### src/rtl/tt_seq_pkg.sv
// Shared definitions for the truth-table sequencer: FSM state encoding,
// default sizing constants and the settle-timer width helper.
package tt_seq_pkg;

  localparam int N_IN_DEF   = 2;
  localparam int SETTLE_DEF = 1;

  typedef enum logic [2:0] {
    ST_IDLE   = 3'd0,
    ST_APPLY  = 3'd1,
    ST_WAIT   = 3'd2,
    ST_SAMPLE = 3'd3,
    ST_DONE   = 3'd4
  } state_t;

  // Settle counter must hold SETTLE itself; never narrower than one bit.
  function automatic int timer_width(input int settle);
    int w;
    w = $clog2(settle + 1);
    return (w < 1) ? 1 : w;
  endfunction

endpackage

### src/rtl/tt_settle_timer.sv
// Loadable down-counter that flags the last cycle of a settle window
// (count == 1) so the sequencer can move on to sampling.
module tt_settle_timer
  import tt_seq_pkg::*;
#(
  parameter int W = 1
) (
  input  logic         clk,
  input  logic         rst,
  input  logic         load,
  input  logic [W-1:0] load_val,
  input  logic         dec,
  output logic         expire
);

  logic [W-1:0] count;

  always_ff @(posedge clk) begin
    if (rst) begin
      count <= '0;
    end else if (load) begin
      count <= load_val;
    end else if (dec && (count != '0)) begin
      count <= count - W'(1);
    end
  end

  assign expire = (count == W'(1));

endmodule

### src/rtl/truth_table_sequencer.sv
// Clocked stimulus/compare sequencer: sweeps every input vector, compares a
// behavioural and a gate-level output, and reports mismatch statistics.
// Optional truth-table bitmap output enabled by defining TT_RESP_MAP_EN.
module truth_table_sequencer
  import tt_seq_pkg::*;
#(
  parameter int N_IN   = N_IN_DEF,
  parameter int SETTLE = SETTLE_DEF
) (
  input  logic            clk,
  input  logic            rst,
  input  logic            start,
  output logic [N_IN-1:0] vec_out,
  input  logic            ref_in,
  input  logic            dut_in,
  output logic            busy,
  output logic            done,
  output logic            pass,
  output logic [N_IN:0]   err_count,
  output logic            first_err_valid,
  output logic [N_IN-1:0] first_err_vec,
  output state_t          state
`ifdef TT_RESP_MAP_EN
  ,
  output logic [(1<<N_IN)-1:0] resp_map
`endif
);

  localparam int              TW   = timer_width(SETTLE);
  localparam logic [TW-1:0]   LOAD = TW'(SETTLE);
  localparam logic [N_IN-1:0] LAST = '1;

  state_t            state_q, state_d;
  logic [N_IN-1:0]   vec_q, vec_d;
  logic              busy_q, busy_d;
  logic              done_q, done_d;
  logic              pass_q, pass_d;
  logic [N_IN:0]     err_q, err_d;
  logic [N_IN:0]     err_inc;
  logic              fev_q, fev_d;
  logic [N_IN-1:0]   fevec_q, fevec_d;
  logic              mism;
  logic              tmr_load, tmr_dec, tmr_expire;
`ifdef TT_RESP_MAP_EN
  logic [(1<<N_IN)-1:0] resp_q, resp_d;
`endif

  tt_settle_timer #(.W(TW)) u_timer (
    .clk      (clk),
    .rst      (rst),
    .load     (tmr_load),
    .load_val (LOAD),
    .dec      (tmr_dec),
    .expire   (tmr_expire)
  );

  always_comb begin
    state_d  = state_q;
    vec_d    = vec_q;
    busy_d   = busy_q;
    done_d   = done_q;
    pass_d   = pass_q;
    err_d    = err_q;
    fev_d    = fev_q;
    fevec_d  = fevec_q;
    tmr_load = 1'b0;
    tmr_dec  = 1'b0;
    mism     = ref_in ^ dut_in;
    err_inc  = err_q + {{N_IN{1'b0}}, mism};
`ifdef TT_RESP_MAP_EN
    resp_d   = resp_q;
`endif
    case (state_q)
      ST_IDLE, ST_DONE: begin
        if (start) begin
          err_d   = '0;
          fev_d   = 1'b0;
          fevec_d = '0;
          done_d  = 1'b0;
          pass_d  = 1'b0;
          vec_d   = '0;
          busy_d  = 1'b1;
`ifdef TT_RESP_MAP_EN
          resp_d  = '0;
`endif
          state_d = ST_APPLY;
        end
      end
      ST_APPLY: begin
        tmr_load = 1'b1;
        state_d  = (SETTLE > 0) ? ST_WAIT : ST_SAMPLE;
      end
      ST_WAIT: begin
        tmr_dec = 1'b1;
        if (tmr_expire) state_d = ST_SAMPLE;
      end
      ST_SAMPLE: begin
        err_d = err_inc;
        if (mism && !fev_q) begin
          fev_d   = 1'b1;
          fevec_d = vec_q;
        end
`ifdef TT_RESP_MAP_EN
        resp_d[vec_q] = dut_in;
`endif
        // Last vector is held on vec_out; pass uses the count including it.
        if (vec_q == LAST) begin
          busy_d  = 1'b0;
          done_d  = 1'b1;
          pass_d  = (err_inc == '0);
          state_d = ST_DONE;
        end else begin
          vec_d   = vec_q + N_IN'(1);
          state_d = ST_APPLY;
        end
      end
      default: state_d = ST_IDLE;
    endcase
  end

  always_ff @(posedge clk) begin
    if (rst) begin
      state_q <= ST_IDLE;
      vec_q   <= '0;
      busy_q  <= 1'b0;
      done_q  <= 1'b0;
      pass_q  <= 1'b0;
      err_q   <= '0;
      fev_q   <= 1'b0;
      fevec_q <= '0;
`ifdef TT_RESP_MAP_EN
      resp_q  <= '0;
`endif
    end else begin
      state_q <= state_d;
      vec_q   <= vec_d;
      busy_q  <= busy_d;
      done_q  <= done_d;
      pass_q  <= pass_d;
      err_q   <= err_d;
      fev_q   <= fev_d;
      fevec_q <= fevec_d;
`ifdef TT_RESP_MAP_EN
      resp_q  <= resp_d;
`endif
    end
  end

  assign state           = state_q;
  assign vec_out         = vec_q;
  assign busy            = busy_q;
  assign done            = done_q;
  assign pass            = pass_q;
  assign err_count       = err_q;
  assign first_err_valid = fev_q;
  assign first_err_vec   = fevec_q;
`ifdef TT_RESP_MAP_EN
  assign resp_map        = resp_q;
`endif

endmodule

### config.mk
export PLATFORM = sky130hd
export DESIGN_NAME = truth_table_sequencer
export DESIGN_NICKNAME = d
export VERILOG_FILES = /design/src/rtl/tt_seq_pkg.sv /design/src/rtl/tt_settle_timer.sv /design/src/rtl/truth_table_sequencer.sv
export SDC_FILE = /design/constraint.sdc
export NUM_CORES = 1
export LEC_CHECK = 0
export ABC_AREA = 1
export BUFFER_PORTS_ARGS = -buffer_cell sky130_fd_sc_hd__buf_2
export CORE_ASPECT_RATIO = 0.6
export CORE_MARGIN = 3
export CORE_UTILIZATION = 25
export DETAILED_ROUTE_END_ITERATION = 8
export PLACE_DENSITY = 0.53
export SYNTH_ARGS = -nofsm -noshare
export SYNTH_HDL_FRONTEND = slang
export SYNTH_SLANG_ARGS = --single-unit
### constraint.sdc
create_clock -name clk -period 1.28 [get_ports clk]
set_clock_uncertainty 0.1 [all_clocks]
set_input_delay 0.128 -clock clk [delete_from_list [all_inputs] [get_ports clk]]
set_output_delay 0.128 -clock clk [all_outputs]
set_load 0.05 [all_outputs]
==> results of run 1 <==
## cell usage after synthesis
master,n,share of area
a21oi_1,10,0.070
a21oi_2,5,0.061
and2_1,1,0.0087
clkbuf_1,1,0.0052
clkinv_4,1,0.012
dfxtp_1,15,0.42
ha_1,3,0.052
inv_1,9,0.047
inv_2,1,0.0052
nand2_1,18,0.094
nand2_2,6,0.052
nand2_4,1,0.016
nand3_1,2,0.014
nand3_4,1,0.024
nand4_1,3,0.026
nor2_1,6,0.031
nor3_1,1,0.0070
o21ai_0,3,0.021
o21ai_2,1,0.012
or2_1,1,0.0087
xnor2_1,1,0.012
## final cells by class
class / instances / area (µm²) / area share
Clock buffer: 4 / 45.0 / 0.0459
Inverter: 11 / 46.3 / 0.0471
Sequential cell: 15 / 320 / 0.326
Multi-Input combinational cell: 63 / 403 / 0.410
Tap cell: 32 / 40.0 / 0.0408
Timing Repair Buffer: 23 / 128 / 0.130
## metrics by stage
stage | power (mW) | hold slack, ns | setup TNS, ns | cell area, µm²
after floorplan | 0.723 | 0.0813 | -0.0505 | 764
after global placement | 0.791 | 0.324 | -0.199 | 921
after detailed placement | 0.791 | 0.338 | -0.250 | 921
after CTS | 1.18 | 0.0812 | -0.0304 | 973
after global routing | 1.23 | 0.0986 | -0.0395 | 982
final | 1.17 | 0.0832 | -0.0116 | 982
## cells by family after synthesis
kind of cell,after synthesis,share of synthesized area
adders and majority gates,3,0.0524
xor gates and xnor gates,1,0.0122
DFF,15,0.419
and+or+nand+nor,40,0.283
AOI/OAI and AO/OA,19,0.164
buffers and inverters,12,0.0698
## placed cells by master, fill, tap and decap left out, types with 2 or more instances in the layout
cell,n
buf_4,5
inv_1,8
dfxtp_2,4
a21oi_1,9
dfxtp_4,4
o21ai_0,3
buf_2,18
ha_4,2
nand2_2,6
inv_2,2
nand4_1,3
nor2_1,5
clkbuf_8,3
a21oi_2,6
nand3_1,2
dfxtp_1,7
nand2_1,18
## critical path, delay by kind of cell (launching register included)
family	cells	cell delay (ns)
flip-flops	1	0.35
XOR/XNOR	1	0.12
adder cells (fa/ha/maj)	2	0.31
AND/OR/NAND/NOR	1	0.23
AO/OA/AOI/OAI	1	0.13
## repair_timing
| action | CTS | global route |
|---|---|---|
| buffers inserted | 1 | 0 |
| resized for setup | 0 | 4 |
| pin swaps | 2 | 0 |
| setup endpoints to repair | 1 | 8 |
## how the worst min path moves through the flow
stage	end	start	depth (start not counted)
finish	state[2]$_SDFFE_PP0P_	start	4
global route	err_count[2]$_SDFFE_PP0P_	rst	2
CTS	state[2]$_SDFFE_PP0P_	start	4
detailed placement	state[2]$_SDFFE_PP0P_	start	4
global placement	state[2]$_SDFFE_PP0P_	start	4
floorplan	vec_out[1]$_SDFFE_PP0P_	rst	1
## registers in the layout, indices dropped and copies added (netlist names)
name,flops
state,3
done,1
vec_out,2
u_timer.expire,1
first_err_valid,1
busy,1
first_err_vec,2
pass,1
err_count,3
## layer usage
layer / track usage / wire length (µm)
met1: 0.165 / 865
met2: 0.144 / 617
met3: 0.0566 / 108
met4: 0 / 0
met5: 0 / 0
## power groups by stage
stage               sequential, mW  combinational, mW  clock, mW
global placement             0.527              0.264          0
CTS                          0.517              0.267      0.398
finish                       0.517              0.266      0.383
global route                 0.522              0.296      0.409
detailed placement           0.528              0.264          0
floorplan                    0.589              0.135          0
==> results.py, run 1 <==
metrics = {
    "outcome": {
        "run_status": "complete, but fails checks",
        "violations": "negative setup slack",
    },
    "logic_synthesis": {
        "netlist_area_um2": 717,
        "avgSynthCellArea_um2": 7.97,
        "ys_seq_area_frac": 0.419,
        "ys_ff_latch": 15,
        "synth_cell_types": 21,
        "syn_inst": 90,
        "synth_nets": 98,
        "ys_warn_count": 0,
    },
    "critical_path": {
        "worst_path_largest_cell_delay_ns": 0.35,
        "cp_common_cell": "ha_4",
        "crit-reg2reg-launch": "err_count[0]$_SDFFE_PP0P_",
        "worstSetupStartpointType": "flip-flop",
        "crit_arrival_ns": 1.38,
        "ff2ff_path_depth": 5,
        "worstReg2RegEnd": "err_count[2]$_SDFFE_PP0P_",
        "r2r_slack_ns": -0.01,
        "worstPathMaxFanout": 2,
        "path_cells": "ha_4 -> ha_4 -> xnor2_1 -> or2_1 -> a21oi_2",
        "startpoint": "err_count[0]$_SDFFE_PP0P_",
        "crit_type": "reg2reg",
        "crit_end": "err_count[2]$_SDFFE_PP0P_",
        "worst_path_max_delay_cell": "dfxtp_4",
        "required_ns": 1.36,
        "cp-end-kind": "flip-flop",
    },
    "global_routing": {
        "antenna_found_initial": 0,
        "grt_pass1_wl_mm": 2.82,
        "grt_usage": 0.109,
        "grt_max_degree": 12,
        "grt_pass1_vias": 589,
        "grt.overflow.total": 0,
    },
    "clock_network": {
        "htreeDepth": 1,
        "cts_hold_buffers": 0,
        "insertion_delay_ns": 0.25,
        "ctsLongestPathBuffers": 2,
        "clk_pin_slew_ns": 0.06,
        "numCtsBuffers": 3,
        "cts-root-buf": "clkbuf_8",
        "cts_tree": "built",
        "clock_sinks": 15,
    },
    "floorplan": {
        "die_area_um2": 3570,
        "io-pin-count": 19,
        "start_util": 0.275,
        "die_w_um": 75.1,
        "core_um2": 2610,
        "fp-row-count": 14,
        "die_h_um": 47.5,
    },
    "final_layout": {
        "antennaDiodeCount": 0,
        "final_nets": 125,
        "fin_util": 0.376,
        "area_growth_pct": 37.0,
        "final_cells": 148,
        "drive_gt1_frac": 0.491,
        "fill_cells": 277,
    },
    "power": {
        "combPwrFrac": 0.228,
        "sequentialPowerShare": 0.444,
        "p_switching_uw": 374,
        "internal-power_uw": 793,
        "pwr-share-clk": 0.328,
        "powerDensity_nw_per_um2": 1190,
        "leakagePower_nw": 0.416,
        "p_sw_frac": 0.321,
        "ir_drop_mv": 0.464,
    },
    "sta": {
        "fmax_mhz": 774,
        "worst_pin_slew_ns": 0.262,
        "fin_crit_sh": 1.01,
        "timing.final.crit_period_ns": 1.29,
        "hold_violations": 0,
        "relSlewSlack": 0.824,
        "rsz0062_at_grt": "yes",
        "postLayoutSetupSlackWorst_ns": -0.0116,
        "maxSlewViolCount": 0,
        "final-setup-viol-count": 1,
    },
    "routing": {
        "drtPass1Iterations": 4,
        "vias_per_cell": 4.40,
        "vias": 651,
        "totalWireLength_mm": 1.59,
        "post_drt_wl_per_cell_um": 10.8,
        "drc": 0,
        "ant_nets": 0,
        "dr.first_iter.drc_count": 25,
    },
    "hold_path": {
        "worstHoldPathType": "in2reg",
    },
    "placed_design": {
        "place_hpwl_mm": 1.25,
        "port-buffer-count": 18,
        "placed_cells": 143,
        "place_ws_ns": -0.161,
        "routabilityCongestion": 0.727,
    },
    "run": {
        "maxCapViolations": 0,
    },
}
(Power assumes the default switching activity.)
==> run 2, diff against run 1 <==
--- a/config.mk
+++ b/config.mk
@@ -8,7 +8,6 @@
 export ABC_AREA = 1
 export BUFFER_PORTS_ARGS = -buffer_cell sky130_fd_sc_hd__buf_2
 export CORE_ASPECT_RATIO = 0.6
-export CORE_MARGIN = 3
 export CORE_UTILIZATION = 25
 export DETAILED_ROUTE_END_ITERATION = 8
 export PLACE_DENSITY = 0.53
==> run 2 against run 1 <==
Net effect: the run now ends clean; critical path depth did not move; cell count fell by 1.4%; fmax rose by 2.1%; combinational power barely moved; count of clock-buffer cells in the layout did not move; non-clock buffer count fell by 2; flip-flop and latch count did not move; sequential share of layout area rose by 0.64 points; setup slack improved by 0.026 ns; utilization fell by 0.72 points; sequential power barely moved; critical endpoint unchanged.
==> results.py, run 2 (synthesis results as in run 1) <==
metrics = {
    "final_layout": {
        "final_nets": 123,
        "drive_gt1_frac": 0.474,
        "fill_cells": 281,
        "seq_area_um2": 320,
        "area_growth_pct": 34.4,
        "antennaDiodeCount": 0,
        "multi_input_area_um2": 399,
        "mostFrequentLayoutCells": "nand2_1, buf_2, a21oi_1",
    },
    "run": {
        "maxCapViolations": 0,
    },
    "sta": {
        "timing.final.crit_period_ns": 1.27,
        "relSlewSlack": 0.832,
        "fin_crit_sh": 0.988,
        "fmax_mhz": 790,
        "hold_ws_ns": 0.0675,
        "final-setup-viol-count": 0,
        "rsz0062_at_grt": "yes",
        "hold_violations": 0,
        "worst_pin_slew_ns": 0.250,
        "maxSlewViolCount": 0,
        "postLayoutSetupSlackWorst_ns": 0.0147,
    },
    "global_routing": {
        "grt_usage": 0.126,
        "grt_max_degree": 12,
        "grt_pass1_wl_mm": 2.82,
        "antenna_found_initial": 0,
        "grt_pass1_vias": 613,
        "grt.overflow.total": 0,
    },
    "power": {
        "pwr-share-clk": 0.334,
        "ir_drop_mv": 0.414,
        "combPwrFrac": 0.224,
        "leakagePower_nw": 0.406,
        "p_sw_frac": 0.327,
        "powerDensity_nw_per_um2": 1220,
        "sequentialPowerShare": 0.441,
        "internal-power_uw": 788,
        "p_switching_uw": 384,
    },
    "floorplan": {
        "die_area_um2": 3090,
        "core_um2": 2610,
        "die_h_um": 43.5,
        "start_util": 0.275,
        "io-pin-count": 19,
        "die_w_um": 71.1,
        "fp-row-count": 14,
    },
    "clock_network": {
        "cts_hold_buffers": 0,
        "cts-root-buf": "clkbuf_8",
        "numCtsBuffers": 3,
        "ctsLongestPathBuffers": 2,
        "clk_pin_slew_ns": 0.06,
        "clock_sinks": 15,
        "cts_tree": "built",
        "insertion_delay_ns": 0.25,
        "htreeDepth": 1,
    },
    "critical_path": {
        "crit_family": "flip-flops",
        "worst_path_largest_cell_delay_ns": 0.35,
        "cp-end-kind": "flip-flop",
        "required_ns": 1.36,
        "worstPathMaxFanout": 2,
        "path_cells": "ha_4 -> ha_4 -> xnor2_1 -> or2_1 -> a21oi_1",
        "crit_arrival_ns": 1.35,
        "ff2ff_path_depth": 5,
        "worst-path-buf-inv": 0,
        "path_depth": 5,
        "crit_type": "reg2reg",
        "worstSetupStartpointType": "flip-flop",
        "worst_path_max_delay_cell": "dfxtp_4",
        "cp_common_cell": "ha_4",
    },
    "routing": {
        "totalWireLength_mm": 1.62,
        "drtPass1Iterations": 6,
        "dr.first_iter.drc_count": 28,
        "vias_per_cell": 4.41,
        "drc": 0,
        "post_drt_wl_per_cell_um": 11.1,
        "vias": 644,
        "ant_nets": 0,
    },
    "outcome": {
        "run_status": "finished, final reports clean",
    },
    "placed_design": {
        "port-buffer-count": 18,
        "place_ws_ns": -0.145,
        "place_hpwl_mm": 1.19,
        "routabilityCongestion": 0.851,
    },
    "hold_path": {
        "worstHoldPathType": "in2reg",
        "worstHoldPathCells": 4,
    },
}
-- run 2: cell count changes in the layout (fill, tap and decap cells not counted), sizes merged --
cell  before  now
buf       23   21
-- run 2: power groups by stage --
stage	Clock, mW	Combinational (mW)	Sequential, mW
floorplan	0	0.135	0.589
global placement	0	0.259	0.527
detailed placement	0	0.258	0.528
CTS	0.405	0.261	0.517
global route	0.423	0.291	0.524
finish	0.392	0.263	0.517
-- run 2: area by class of cell --
cell class,count,share of cell area
inverter,11,0.0481
timing repair buffer,21,0.117
tap,32,0.0416
clock buffer,4,0.0468
sequential,15,0.332
multi-input combinational,63,0.414
-- run 2: stage by stage --
| step | area (µm²) | instances | TNS (ns) | util | power [mW] |
|---|---|---|---|---|---|
| CTS | 958 | 146 | -0.00969 | 0.367 | 1.18 |
| global route | 963 | 146 | -0.0926 | 0.369 | 1.24 |
| finish | 963 | 146 | 0 | 0.369 | 1.17 |
| floorplan | 764 | 90 | -0.0505 | - | 0.723 |
| global placement | 906 | 141 | -0.200 | 0.347 | 0.786 |
| detailed placement | 906 | 141 | -0.220 | 0.347 | 0.786 |
-- run 2: worst paths after layout --
kind,end,start,slack [ns]
worst max-delay path,err_count[2]$_SDFFE_PP0P_,err_count[0]$_SDFFE_PP0P_,0.01
worst min register to register,done$_SDFFE_PP0P_,done$_SDFFE_PP0P_,0.36
worst max register to register,err_count[2]$_SDFFE_PP0P_,err_count[0]$_SDFFE_PP0P_,0.01
worst min-delay path,state[2]$_SDFFE_PP0P_,start,0.07
-- run 2: worst register-to-register path, stage by stage (launching register included) --
cell     delay (ns)
dfxtp_4        0.35
ha_4           0.16
ha_4           0.14
xnor2_1        0.12
or2_1          0.21
a21oi_1        0.12
-- run 2: metal layers --
layer,global-route usage,up-vias,part of all wire
met3,0.0651,5,0.056
met1,0.173,285,0.58
met4,0.0480,0,0.014
li1,-,341,-
met2,0.167,13,0.35
met5,0,-,0
-- run 2: what timing repair did --
action                     CTS  global route
setup endpoints to repair    1             7
pin swaps                    2             1
buffers inserted             1             0
resized for setup            0             3
